$ cat src/rtl/conv_weight_loader.sv
// conv_weight_loader
//   Write-side master for the conv block weight/bias register interface.
//   Accepts a valid/ready stream of signed weight words and writes each word
//   to the next sequential address. The stream carries all kernels first
//   (row-major, kx fastest) and then the biases. The loader checks the
//   stream length against the layer geometry and raises done when the layer
//   is fully loaded, or err when the length is wrong.
//
// Ports
//   clk, rst                  single clock, synchronous active-high reset
//   start                     one-cycle pulse, begins a layer load (ignored in LOAD)
//   s_data/s_valid/s_last     input word stream
//   s_ready                   high while loading
//   weights_mem_in_data       sign-extended word (held when no write)
//   weights_mem_in_addr       write address (held when no write)
//   weights_mem_in_kernel_wr  write strobe, one cycle after each handshake
//   busy / done / err         mutually exclusive load status
module conv_weight_loader #(
  parameter int WEIGHT_WIDTH     = 10,
  parameter int KERNEL_DIMENSION = 3,
  parameter int IN_DIMENSION     = 1,
  parameter int OUT_DIMENSION    = 4
) (
  input  logic                    clk,
  input  logic                    rst,
  input  logic                    start,
  input  logic [WEIGHT_WIDTH-1:0] s_data,
  input  logic                    s_valid,
  input  logic                    s_last,
  output logic                    s_ready,
  output logic [31:0]             weights_mem_in_data,
  output logic [31:0]             weights_mem_in_addr,
  output logic                    weights_mem_in_kernel_wr,
  output logic                    busy,
  output logic                    done,
  output logic                    err
);

  localparam int KERN_WORDS  = OUT_DIMENSION * IN_DIMENSION * KERNEL_DIMENSION * KERNEL_DIMENSION;
  localparam int TOTAL_WORDS = KERN_WORDS + OUT_DIMENSION;
  localparam int CNT_W       = $clog2(TOTAL_WORDS + 1);
  localparam logic [CNT_W-1:0] LAST_IDX = CNT_W'(TOTAL_WORDS - 1);

  typedef enum logic [1:0] {
    IDLE = 2'd0,
    LOAD = 2'd1,
    DONE = 2'd2,
    ERR  = 2'd3
  } state_t;

  state_t           state_q, state_d;
  logic [CNT_W-1:0] cnt_q, cnt_d;
  logic             s_ready_q, s_ready_d;
  logic             wr_q, wr_d;
  logic [31:0]      addr_q, addr_d;
  logic [31:0]      data_q, data_d;
  logic             busy_q, busy_d;
  logic             done_q, done_d;
  logic             err_q, err_d;

  logic             hs;
  logic [31:0]      data_sext;

  // Sign extension: the top input bit fills every bit above the word.
  for (genvar gi = 0; gi < 32; gi++) begin : g_sext
    if (gi < WEIGHT_WIDTH) begin : g_low
      assign data_sext[gi] = s_data[gi];
    end else begin : g_high
      assign data_sext[gi] = s_data[WEIGHT_WIDTH-1];
    end
  end

  // s_ready_q is only ever high in LOAD, so this is the only handshake qualifier.
  assign hs = s_valid & s_ready_q;

  always_comb begin
    state_d = state_q;
    cnt_d   = cnt_q;
    addr_d  = addr_q;
    data_d  = data_q;
    wr_d    = 1'b0;

    case (state_q)
      LOAD: begin
        if (hs) begin
          wr_d   = 1'b1;
          addr_d = 32'(cnt_q);
          data_d = data_sext;
          cnt_d  = cnt_q + CNT_W'(1);
          // The final word is always written; only the next state differs.
          if (cnt_q == LAST_IDX) begin
            state_d = s_last ? DONE : ERR;
          end else if (s_last) begin
            state_d = ERR;
          end
        end
      end
      default: begin
        if (start) begin
          state_d = LOAD;
          cnt_d   = '0;
        end
      end
    endcase

    // Status and ready are decoded from the next state so they are registered
    // alongside it and can never overlap.
    s_ready_d = (state_d == LOAD);
    busy_d    = (state_d == LOAD);
    done_d    = (state_d == DONE);
    err_d     = (state_d == ERR);
  end

  always_ff @(posedge clk) begin
    if (rst) begin
      state_q   <= IDLE;
      cnt_q     <= '0;
      s_ready_q <= 1'b0;
      wr_q      <= 1'b0;
      addr_q    <= '0;
      data_q    <= '0;
      busy_q    <= 1'b0;
      done_q    <= 1'b0;
      err_q     <= 1'b0;
    end else begin
      state_q   <= state_d;
      cnt_q     <= cnt_d;
      s_ready_q <= s_ready_d;
      wr_q      <= wr_d;
      addr_q    <= addr_d;
      data_q    <= data_d;
      busy_q    <= busy_d;
      done_q    <= done_d;
      err_q     <= err_d;
    end
  end

  assign s_ready                  = s_ready_q;
  assign weights_mem_in_data      = data_q;
  assign weights_mem_in_addr      = addr_q;
  assign weights_mem_in_kernel_wr = wr_q;
  assign busy                     = busy_q;
  assign done                     = done_q;
  assign err                      = err_q;

endmodule

$ cat config.mk
export PLATFORM = sky130hd
export DESIGN_NAME = conv_weight_loader
export DESIGN_NICKNAME = d
export VERILOG_FILES = /design/src/rtl/conv_weight_loader.sv
export SDC_FILE = /design/constraint.sdc
export NUM_CORES = 1
export LEC_CHECK = 0
export CORE_MARGIN = 2
export CORE_UTILIZATION = 34
export CTS_CLUSTER_SIZE = 20
export DETAILED_ROUTE_END_ITERATION = 6
export PLACE_DENSITY = 0.83
export SYNTH_ARGS = -nofsm -noshare
export SYNTH_HDL_FRONTEND = slang
export SYNTH_SLANG_ARGS = --single-unit
$ cat constraint.sdc
create_clock -name clk -period 1.3 [get_ports clk]
set_input_delay 0.39 -clock clk [delete_from_list [all_inputs] [get_ports clk]]
set_output_delay 0.39 -clock clk [all_outputs]
set_load 0.02 [all_outputs]
==> flow_summary_export.csv <==
group,metric,value,unit
hold_path,hold_path_end,"weights_mem_in_data[4]",
setup_path,crit_required,0.91,ns
timing,fmax,0.757,GHz
global_routing,first_global_vias,1056,
yosys,seq_area_frac_synth,0.396,
outcome,violations,"setup timing",
yosys,synth_area,0.00142,mm^2
setup_path,ff2ff_setup_slack,0.01,ns
placed_design,gp_congestion,0.737,
final_layout,nFillCells,389,
yosys,yosys_warnings,0,
drt,wire_per_inst,11.0,um
final_layout,design_area,0.00201,mm^2
final_layout,syn_to_final_growth,42.1,%
yosys,synth-seq-cells,28,
placed_design,place_area,0.00190,mm^2
clock_network,cts_hold_buf,0,
timing,finalCritPeriodShare,1.02,
die,ios,84,
drt,wl,3.04,mm
power,peakVddDrop,0.551,mV
final_layout,layout_commonest_cell,"nand2_1",
hold_path,min_path_cells,2,
run,maxCapViolCount,0,
clock_network,cts_tree,"done",
final_layout,final_cell_mix,"nand2_1, buf_4, conb_1",
timing,final-setup-viol-count,15,
global_routing,antenna_found_initial,0,
timing,period_needed,1.32,ns
die,coreArea,0.00400,mm^2
global_routing,grt_pass1_wl,4.61,mm
final_layout,layout-drive-gt1-share,0.385,
drt,drt_pass1_iterations,4,
outcome,outcome,"finished, violations left",
die,die_width,68.5,um
timing,setup_ws,-0.0212,ns
drt,vias_per_cell,4.47,
timing,rsz0062_at_grt,"true",
die,start_util,0.354,
hold_path,hold_start,"weights_mem_in_data[4]",
setup_path,timing.rr.end,"done",
yosys,synth.distinct_cells,26,
drt,vias,1235,
hold_path,hold_path.class,"reg -> reg",
yosys,netlist_instances,175,
final_layout,nets,243,
yosys,postSynthAreaPerCell,8.09,um^2
setup_path,rr_startpoint,"state_q[1]",
timing,fin_skew,0.00491,ns
die,rows,23,
placed_design,io_buffers,57,
clock_network,htreeDepth,1,
power,p_leak,0.842,nW
drt,ant_nets,0,
global_routing,grt_max_degree,21,
clock_network,clkTransAtPathRegs,0.09,ns
clock_network,clk_latency,0.27,ns
global_routing,grt-ovfl-total,0,
timing,timing_max_transition_violations_final,0,
drt,drc,0,
clock_network,cts_buffers,3,
die,dieHeight,68.5,um
clock_network,cts.sinks,28,
global_routing,grt_util_all_layers,0.132,
placed_design,dp_hpwl,2.11,mm
drt,drt_iter0_markers,49,
power,p_per_area,919,mW/mm^2
setup_path,path_class,"reg -> out",
timing,hold_viol_final,0,
die,fp.dieArea,0.00470,mm^2
setup_path,crit_fanout,18,
clock_network,clockRootBuffer,"clkbuf_8",
setup_path,worstSetupEndpointType,"output pin",
setup_path,worst-r2r-cell-count,5,
setup_path,worst_setup_path_start_kind,"flip-flop",
setup_path,worstPathArrival,0.93,ns
final_layout,n_antenna_cell,0,
clock_network,clockBufferDepth,2,
timing,hold_slack,0.455,ns
layer usage:
metal	track usage	part of all wire	vias to the layer above	wire, um
met1	0.143	0.41	577	1240
met4	0.0725	0.017	0	52
met5	0	0	-	0
met2	0.236	0.49	50	1490
li1	-	-	603	-
met3	0.0308	0.084	5	254
how the worst max path moves through the flow:
stage / startpoint / endpoint / depth (start not counted)
2_1_floorplan: busy / cnt_q[5] / 4
3_3_place_gp: s_valid / cnt_q[5] / 5
3_5_place_dp: s_valid / cnt_q[5] / 5
4_1_cts: state_q[1] / done / 5
5_1_grt: weights_mem_in_data[9] / weights_mem_in_data[27] / 2
6_report: weights_mem_in_data[9] / weights_mem_in_data[31] / 2
power breakdown:
part	total, W	switching, W	internal (W)
sequential	0.000883	0.0000107	0.000873
combinational	0.000291	0.000177	0.000114
clock	0.000675	0.000263	0.000412
total	0.00185	0.000450	0.00140
cells by family after synthesis:
| family | after synthesis | synth area share |
|---|---|---|
| compound gates | 31 | 0.130 |
| other cells | 1 | 0.00265 |
| buf+inv | 56 | 0.279 |
| simple gates | 58 | 0.184 |
| flops | 28 | 0.396 |
| fa+ha+maj | 1 | 0.00883 |
cell type report:
| type | instances | area [um^2] | area share |
|---|---|---|---|
| clock buffers | 3 | 41.3 | 0.0205 |
| clock inverters | 1 | 30.0 | 0.0149 |
| multi-input cells | 116 | 604 | 0.300 |
| flip-flops and latches | 28 | 569 | 0.283 |
| well taps | 50 | 62.6 | 0.0311 |
| repair buffers | 78 | 706 | 0.351 |
synthesized netlist by cell type, drive strengths merged:
cell    number  share of area
a41oi        1         0.0062
clkbuf       6          0.016
nand3b       1         0.0053
and4b        1         0.0071
nor4         2          0.013
conb         1         0.0026
a21oi       22          0.080
o221a        1         0.0079
a21boi       1         0.0053
a22oi        1         0.0053
o21ai        1         0.0035
a211oi       3          0.016
dfxtp       28           0.40
buf         50           0.26
nand2       35          0.093
nand4b       1         0.0062
or4          1         0.0053
nand2b       2         0.0088
nand3        2         0.0071
o31ai        1         0.0053
nor2        11          0.029
ha           1         0.0088
nor2b        2         0.0088
critical path, stage by stage, from the launching register on:
cell,delay [ns]
dfxtp_2,0.37
buf_12,0.14
buf_4,0.14
sequential cells by signal (all words and copies together) (netlist names):
| signal | flops |
|---|---|
| weights_mem_in_data | 10 |
| cnt_q | 6 |
| weights_mem_in_addr | 6 |
| state_q | 2 |
| busy | 1 |
| done | 1 |
| err | 1 |
| weights_mem_in_kernel_wr | 1 |
stage by stage:
stage          power [W]  TNS, ns   util  std cells  setup slack [ns]
2_1_floorplan    0.00114  -0.0972      -        200           -0.0972
3_3_place_gp     0.00119   -13.19  0.475        268            -0.558
3_5_place_dp     0.00119   -14.08  0.475        268            -0.574
4_1_cts          0.00186   -0.639  0.501        277           -0.0394
5_1_grt          0.00192    -1.37  0.503        276           -0.0687
6_report         0.00185   -0.297  0.503        276           -0.0212
timing repair:
action	CTS	global route
gates cloned	1	0
buffers inserted	4	1
resized for setup	189	28
pin swaps	3	7
endpoints found under the setup margin	69	48
No activity file was read; power rests on OpenSTA's default activity.
